File: config.mk
export PLATFORM = sky130hd
export DESIGN_NAME = neuron_mac_q6_10
export DESIGN_NICKNAME = d
export VERILOG_FILES = /design/src/rtl/neuron_mac_q6_10.sv
export SDC_FILE = /design/constraint.sdc
export NUM_CORES = 1
export LEC_CHECK = 0
export CAP_MARGIN = 20
export CORE_MARGIN = 4
export CORE_UTILIZATION = 58
export CTS_BUF_LIST = sky130_fd_sc_hd__clkbuf_16
export DETAILED_ROUTE_END_ITERATION = 12
export PLACE_DENSITY = 0.87
export SYNTH_ARGS = -nofsm -noshare
export SYNTH_HDL_FRONTEND = slang
export SYNTH_SLANG_ARGS = --single-unit
File: constraint.sdc
create_clock -name clk -period 4.7 [get_ports clk]
set_clock_uncertainty 0.05 [all_clocks]
set_input_delay 0.47 -clock clk [delete_from_list [all_inputs] [get_ports clk]]
set_output_delay 0.47 -clock clk [all_outputs]
set_load 0.05 [all_outputs]
File: src/rtl/neuron_mac_q6_10.sv
`default_nettype none
// ============================================================================
// Module   : neuron_mac_q6_10
// Purpose  : Serial multiply-accumulate of one neuron's Q6.10 pre-activation
//            with rounding and saturation to Q6.10 on a valid/ready output.
// Revision : 1.0  initial release
// ============================================================================
module neuron_mac_q6_10 #(
    parameter int N_INPUTS = 4,
    parameter int DATA_W   = 16,
    parameter int FRAC_W   = 10,
    parameter int ACC_W    = 40
) (
    input  logic              clk,
    input  logic              rst_n,
    input  logic              start,
    input  logic [DATA_W-1:0] bias,
    input  logic              in_valid,
    output logic              in_ready,
    input  logic [DATA_W-1:0] x_in,
    input  logic [DATA_W-1:0] w_in,
    output logic              out_valid,
    input  logic              out_ready,
    output logic [DATA_W-1:0] sum_out,
    output logic              overflow,
    output logic              busy
);

    typedef enum logic [1:0] {
        S_IDLE   = 2'd0,
        S_ACCUM  = 2'd1,
        S_ROUND  = 2'd2,
        S_OUTPUT = 2'd3
    } state_t;

    localparam logic [7:0]              c_last    = 8'(N_INPUTS - 1);
    localparam logic signed [ACC_W-1:0] c_half    = ACC_W'(2 ** (FRAC_W - 1));
    localparam logic signed [ACC_W-1:0] c_sat_max = {{(ACC_W-DATA_W+1){1'b0}}, {(DATA_W-1){1'b1}}};
    localparam logic signed [ACC_W-1:0] c_sat_min = {{(ACC_W-DATA_W+1){1'b1}}, {(DATA_W-1){1'b0}}};

    state_t                    r_state;
    state_t                    w_state_nxt;
    logic signed [ACC_W-1:0]   r_acc;
    logic [7:0]                r_count;
    logic [DATA_W-1:0]         r_sum;
    logic                      r_ovf;

    logic                      w_fire;
    logic                      w_last;
    logic signed [2*DATA_W-1:0] w_x_ext;
    logic signed [2*DATA_W-1:0] w_w_ext;
    logic signed [2*DATA_W-1:0] w_prod;
    logic signed [ACC_W-1:0]   w_prod_ext;
    logic signed [ACC_W-1:0]   w_bias_ext;
    logic signed [ACC_W-1:0]   w_rnd;
    logic signed [ACC_W-1:0]   w_r;
    logic [DATA_W-1:0]         w_sat;
    logic                      w_sat_ovf;

    assign w_fire = in_valid && (r_state == S_ACCUM);
    assign w_last = w_fire && (r_count == c_last);

    // Operands widened first so the product is a full-width signed Q12.20.
    assign w_x_ext    = {{DATA_W{x_in[DATA_W-1]}}, x_in};
    assign w_w_ext    = {{DATA_W{w_in[DATA_W-1]}}, w_in};
    assign w_prod     = w_x_ext * w_w_ext;
    assign w_prod_ext = {{(ACC_W-2*DATA_W){w_prod[2*DATA_W-1]}}, w_prod};
    assign w_bias_ext = {{(ACC_W-DATA_W-FRAC_W){bias[DATA_W-1]}}, bias, {FRAC_W{1'b0}}};

    // Add half an LSB then arithmetic shift: round half toward +inf.
    assign w_rnd = r_acc + c_half;
    assign w_r   = w_rnd >>> FRAC_W;

    always_comb begin
        w_sat     = w_r[DATA_W-1:0];
        w_sat_ovf = 1'b0;
        if (w_r > c_sat_max) begin
            w_sat     = {1'b0, {(DATA_W-1){1'b1}}};
            w_sat_ovf = 1'b1;
        end else if (w_r < c_sat_min) begin
            w_sat     = {1'b1, {(DATA_W-1){1'b0}}};
            w_sat_ovf = 1'b1;
        end
    end

    always_ff @(posedge clk or negedge rst_n) begin
        if (!rst_n) begin
            r_state <= S_IDLE;
        end else begin
            r_state <= w_state_nxt;
        end
    end

    always_comb begin
        w_state_nxt = r_state;
        case (r_state)
            S_IDLE:   if (start)     w_state_nxt = S_ACCUM;
            S_ACCUM:  if (w_last)    w_state_nxt = S_ROUND;
            S_ROUND:                 w_state_nxt = S_OUTPUT;
            S_OUTPUT: if (out_ready) w_state_nxt = S_IDLE;
            default:                 w_state_nxt = S_IDLE;
        endcase
    end

    always_ff @(posedge clk or negedge rst_n) begin
        if (!rst_n) begin
            r_acc   <= '0;
            r_count <= '0;
            r_sum   <= '0;
            r_ovf   <= 1'b0;
        end else begin
            case (r_state)
                S_IDLE: begin
                    if (start) begin
                        r_acc   <= w_bias_ext;
                        r_count <= '0;
                        r_ovf   <= 1'b0;
                    end
                end
                S_ACCUM: begin
                    if (w_fire) begin
                        r_acc   <= r_acc + w_prod_ext;
                        r_count <= r_count + 8'd1;
                    end
                end
                S_ROUND: begin
                    r_sum <= w_sat;
                    r_ovf <= w_sat_ovf;
                end
                default: ;
            endcase
        end
    end

    assign in_ready  = (r_state == S_ACCUM);
    assign out_valid = (r_state == S_OUTPUT);
    assign busy      = (r_state != S_IDLE);
    assign sum_out   = r_sum;
    assign overflow  = r_ovf;

endmodule
`default_nettype wire

* After elaboration in Yosys (flattened, before gate mapping) *
Index checks and enable logic that the tools add are counted.

word-level totals
  register bits after elaboration = 67
  logic and storage cells = 44
  input port bits = 53
  output and inout bits = 20

cells by class
  add/subtract/negate cells = 3
  reductions and logical operators = 9
  multiplexer cells = 16
  multiply operators = 1
  $lt $le $gt $ge = 2
  equal/unequal tests = 8

operator list
  kind                      number
  $mux W40                  2
  $pmux W40 S2              1
  $add A40 B11 Y40 const B  1
  $add A40 B32 Y40          1
  $mul A16 B16 Y32          1
  $mux W16                  2
  $gt A30 B16 Y1 const B    1
  $lt A30 B16 Y1 const B    1
  $mux W8                   2
  $pmux W8 S2               1
  $add A8 B1 Y8 const B     1
  $eq A8 B2 Y1 const B      1
  $pmux W2 S4               1
  $mux W2                   3
  $ne A2 B1 Y1 const B      3
  $reduce_and A3 Y1         2
  $reduce_bool A2 Y1        3
  $eq A2 B2 Y1 const B      2
  $mux W1                   3
  $eq A2 B1 Y1 const B      1
  $logic_and A1 B1 Y1       2
  $logic_not A2 Y1          1
  $ne A2 B2 Y1 const B      1
  $pmux W1 S2               1
  $reduce_and A2 Y1         1

* Depth between registers and ports, before layout *
  depth in word-level cells = 5
  gate-level depth with buffers = 24

* Worst setup path after synthesis *
OpenSTA, ideal clock, no wires.

  path type = input-to-reg
  from = input port x_in[15]
  to = register r_acc[37]
  setup time = 133 ps
  arrival time = 6162 ps
  setup slack = -1646 ps
  stages on the path = 23
  buffers on the path = 1
  path through = clkbuf_1 -> nand2_1 -> fa_1 -> inv_1 -> fa_1 -> inv_1 -> fa_1 -> inv_1 -> fa_1 -> fa_1 -> inv_1 -> fa_1 -> inv_1 -> ha_1 -> a21o_1 -> a21oi_1 -> nor2b_1 -> o41ai_1 -> a2bb2oi_1 -> o31ai_1 -> a221o_1 -> mux2i_1 -> a21oi_1

on the way
  cells in the longest elaborated chain, start to end = 4

ends and longest elaborated chain
  what                  RTL line  text
  from (decl)           20        input logic [DATA_W-1:0] x_in,
  $mul A16 B16 Y32      66        assign w_prod = w_x_ext * w_w_ext;
  $add A40 B32 Y40      122       r_acc <= r_acc + w_prod_ext;
  $mux W40              121       if (w_fire) begin
  $pmux W40 S2          112       case (r_state)
  to (signal assigned)  115       r_acc <= w_bias_ext;
  to (signal assigned)  122
  to (decl)             43        logic signed [ACC_W-1:0] r_acc;

Every way passes these cells. The select of a mux whose other input is x is not followed.
A chain may end at the register's enable or synchronous reset.

* Final worst setup path *
  from = input port w_in[15]
  to = register r_acc[37]

on the way
  cells in the longest elaborated chain, start to end = 4

ends and longest elaborated chain
  what              RTL line  text
  from (decl)       21        input logic [DATA_W-1:0] w_in,
  $mul A16 B16 Y32  66
  $add A40 B32 Y40  122
  $mux W40          121
  $pmux W40 S2      112

Every way passes these cells. The select of a mux whose other input is x is not followed.

==> out/results.md <==
| Parameter | Value | Unit |
|---|---|---|
| Status | complete, but fails checks | - |
| Violations in the final reports | negative setup slack | - |
| Max_cap viols | 0 | - |
| Number of warning messages in the yosys log | 0 | - |
| Proportion of synthesized chip area in sequential cells | 10.4 | % |
| Area of the placeable core | 0.0271 | mm² |
| DPL Wire Length | 35.3 | mm |
| Total count of hold-check failures in the final report | 0 | - |
| Most used standard cells in the synthesized netlist | 416 x inv_1, 330 x fa_1, 165 x nand2_1 | - |
| Die height | 174 | µm |
| Number of vias per cell after detailed routing | 6.31 | - |
| Quantity of hold-fixing buffers added after cts | 0 | - |
| Dominant cell type by area after synthesis | fa_1 | - |
| Most used flip-flop cell after synthesis | dfrtp_1 | - |
| First-pass GRT wire length | 86.4 | mm |
| Pins over their slew limit | 0 | - |
| I/O pin cnt | 73 | - |
| GRT Total Usage | 35.9 | % |
| DRT Wirelength | 62.6 | mm |
| TritonCTS clock tree | done | - |
| Number of filler cells placed in the layout | 1397 | - |
| Unique cell type count in the Yosys netlist | 75 | - |
| Count of TritonRoute iterations in the first routing pass | 8 | - |
| Antenna Diode Count | 0 | - |
| Syn Std Cell Area | 0.0161 | mm² |
| Class of the most critical setup path | primary input to register | - |
| Syn avg cell area | 9.30 | µm² |
| Routability-driven placement congestion ratio | 0.894 | - |
| Max Buffers Root-to-Sink | 2 | - |
| Clock-pin slew on the worst setup and hold paths | 0.06 | ns |
| Ratio of cells with drive above 1 in the final layout | 29.6 | % |
| Minimum period implied by the final worst setup slack | 6.60 | ns |
| Area growth from synthesis to layout | 32.8 | % |
| Antenna-violating nets left | 0 | - |
| Row Count | 60 | - |
| Slack of the critical path | -1.90 | ns |
| Finish-stage setup viols | 32 | - |
| Average routed wire per standard cell | 25.4 | µm |
| Die outline area | 0.0304 | mm² |
| Number of synthesized register bits | 67 | - |
| Worst-case headroom to the max-slew limit | 41.1 | % |
| Clock latency at the later pin of the worst-skew pair | 0.34 | ns |
| Overall via count from detail_route | 15.5k | - |
| Reg area | 0.00168 | mm² |
| Antenna violations before repair | 1 | - |
| Number of DRC markers in iteration 0 | 1756 | - |
| Period Utilization, post-route | 140 | % |
| Startpoint type of the worst setup path | primary input | - |
| Required arrival time at the worst endpoint | 4.86 | ns |
| Root buffer cell | clkbuf_16 | - |
| Xor-xnor portion of the synthesized cell area | 3.44 | % |
| Number of remaining DRC errors | 0 | - |
| Total congestion overflow after global routing | 0 | - |
| Most numerous cell in the Yosys netlist | inv_1 | - |
| Die width | 174 | µm |
| Portion of synthesized cell area occupied by the leading cell type | 41.1 | % |
| Multi-input gate area in the final layout | 0.0137 | mm² |
| Cells after Synth | 1728 | - |
| Post-synthesis net count | 2233 | - |
| Simple logic cell fraction of the synthesized area | 13.9 | % |
| Maximum fanout encountered on the critical timing path | 6 | - |
| Initial standard-cell utilization of the core | 59.3 | % |
| CTS buffer count | 9 | - |
| # H-tree levels | 3 | - |
| Largest net degree at the start of global routing | 68 | - |
| Critical Path AT | 6.75 | ns |
| Combinational family with the most area after synthesis | adder cells | - |
| Dominant cells by area after synthesis | fa_1 41%, dfrtp_1 10%, inv_1 9.7%, ha_1 9.5%, and2_1 4.6% | - |
| Measured slew at the worst slew-check pin | 0.883 | ns |
| Post-synthesis compound-gate area fraction | 9.89 | % |
| Setup repair after global routing missed its margin | true | - |
| Hold Worst Slack | 0.277 | ns |
| CTS Sinks | 67 | - |
| Highest clock rate | 152 | MHz |
| Mux cell area share after synthesis | 0.537 | % |
| # port buffers | 72 | - |
| EDFF count, synth | 0 | - |
| Critical path endpoint category | register | - |
| Share of flip-flops with an asynchronous set or reset after synthesis | 100 | % |
| Class of the worst hold path | primary input to async pin | - |
| Number of nets at the end of the flow | 2592 | - |
| Final standard cell utilization of the core | 78.7 | % |
| Vias in the first global route | 16.7k | - |
| Arithmetic-cell share of the synthesized area counting full adders, half adders and majority gates | 50.6 | % |
==> critical path, stage by stage <==
cell,delay (ns)
clkdlybuf4s15_2,0.22
clkinvlp_4,0.18
buf_4,0.21
nor2_1,0.45
fa_1,0.56
fa_1,0.48
fa_1,0.50
fa_1,0.56
fa_1,0.54
inv_1,0.08
fa_1,0.53
inv_2,0.06
ha_4,0.27
a21oi_4,0.13
nor2b_1,0.07
nor2_1,0.18
o21ai_2,0.10
a211oi_4,0.30
buf_4,0.19
o31ai_4,0.07
a221o_1,0.34
mux2i_1,0.18
a21oi_1,0.06
==> registers in the layout, indices dropped and copies added (netlist names) <==
name,flops
r_count,8
sum_out,16
r_state,2
overflow,1
r_acc,40
==> final cells by class <==
class / count / share of cell area (%)
multi-input combinational: 1189 / 64.1
tap: 372 / 2.18
clock inverter: 6 / 0.158
timing repair buffer: 404 / 17.3
inverter: 416 / 7.37
clock buffer: 9 / 1.06
sequential: 67 / 7.86
==> layer usage <==
layer  routed length (µm)  part of all wire (%)  track usage (%)
met1                18200                    29             38.2
met2                29200                    47             62.1
met3                 7390                    12             7.33
met4                 7800                    12             28.4
met5                   42                 0.067                0
==> repair_timing <==
item / CTS / global route
pin swaps: 122 / 53
endpoints found under the setup margin: 33 / 32
buffers inserted: 82 / 28
gates cloned: 8 / 4
resized for setup: 248 / 88
==> kinds of logic after synthesis <==
group | Yosys count
and+or+nand+nor | 435
adders and majority gates | 452
xor gates and xnor gates | 61
DFF | 67
buffers and inverters | 472
AOI/OAI and AO/OA | 233
muxes | 8
==> path summary, 6_finish.rpt <==
kind                                              start                 endpoint  slack, ns  cells after the start
worst max-delay path                           w_in[15]    r_acc[37]$_DFFE_PN0P_      -1.90                     23
worst min-delay path                              rst_n     r_acc[0]$_DFFE_PN0P_       0.28                      2
worst max register to register    r_acc[23]$_DFFE_PN0P_    r_acc[36]$_DFFE_PN0P_      -0.74                     19
worst min register to register  sum_out[14]$_DFFE_PN0P_  sum_out[14]$_DFFE_PN0P_       0.43                      1
max in group asynchronous                         rst_n    r_acc[35]$_DFFE_PN0P_       3.73                      2
min in group clk                sum_out[14]$_DFFE_PN0P_  sum_out[14]$_DFFE_PN0P_       0.43                      1
==> stage by stage <==
step	setup TNS, ns	setup WS (ns)	cell area (µm²)	cells
floorplan	-22.32	-1.14	16800	1728
global placement	-51.41	-1.95	19300	2331
detailed placement	-57.26	-2.27	19300	2331
CTS	-30.36	-1.46	20900	2436
global route	-48.96	-2.15	21300	2463
finish	-43.27	-1.90	21300	2463
==> cells in the final DEF (no fill, tap or decap), types with 7 or more instances in the layout <==
cell,count
a21o_1,16
a21oi_1,32
a21oi_2,14
a21oi_4,7
a22oi_1,15
a31oi_1,8
and2_1,103
and2_4,16
buf_12,20
buf_2,14
buf_4,260
buf_6,46
clkbuf_16,12
clkdlybuf4s50_1,39
dfrtp_1,67
fa_1,303
fa_2,27
ha_1,93
ha_4,26
inv_1,376
inv_2,37
nand2_1,140
nand2_2,16
nand2_4,9
nand2b_1,9
nand3_1,18
nand4_1,12
nor2_1,47
nor3_1,10
o211ai_1,8
o211ai_2,10
o21a_1,18
o21ai_0,32
o21ai_1,10
o21ai_2,9
xnor2_1,31
xor2_1,23
Power is left out: the tool's default activity adds up to more than one toggle a clock period on the data nets, which glitch-free logic cannot reach.
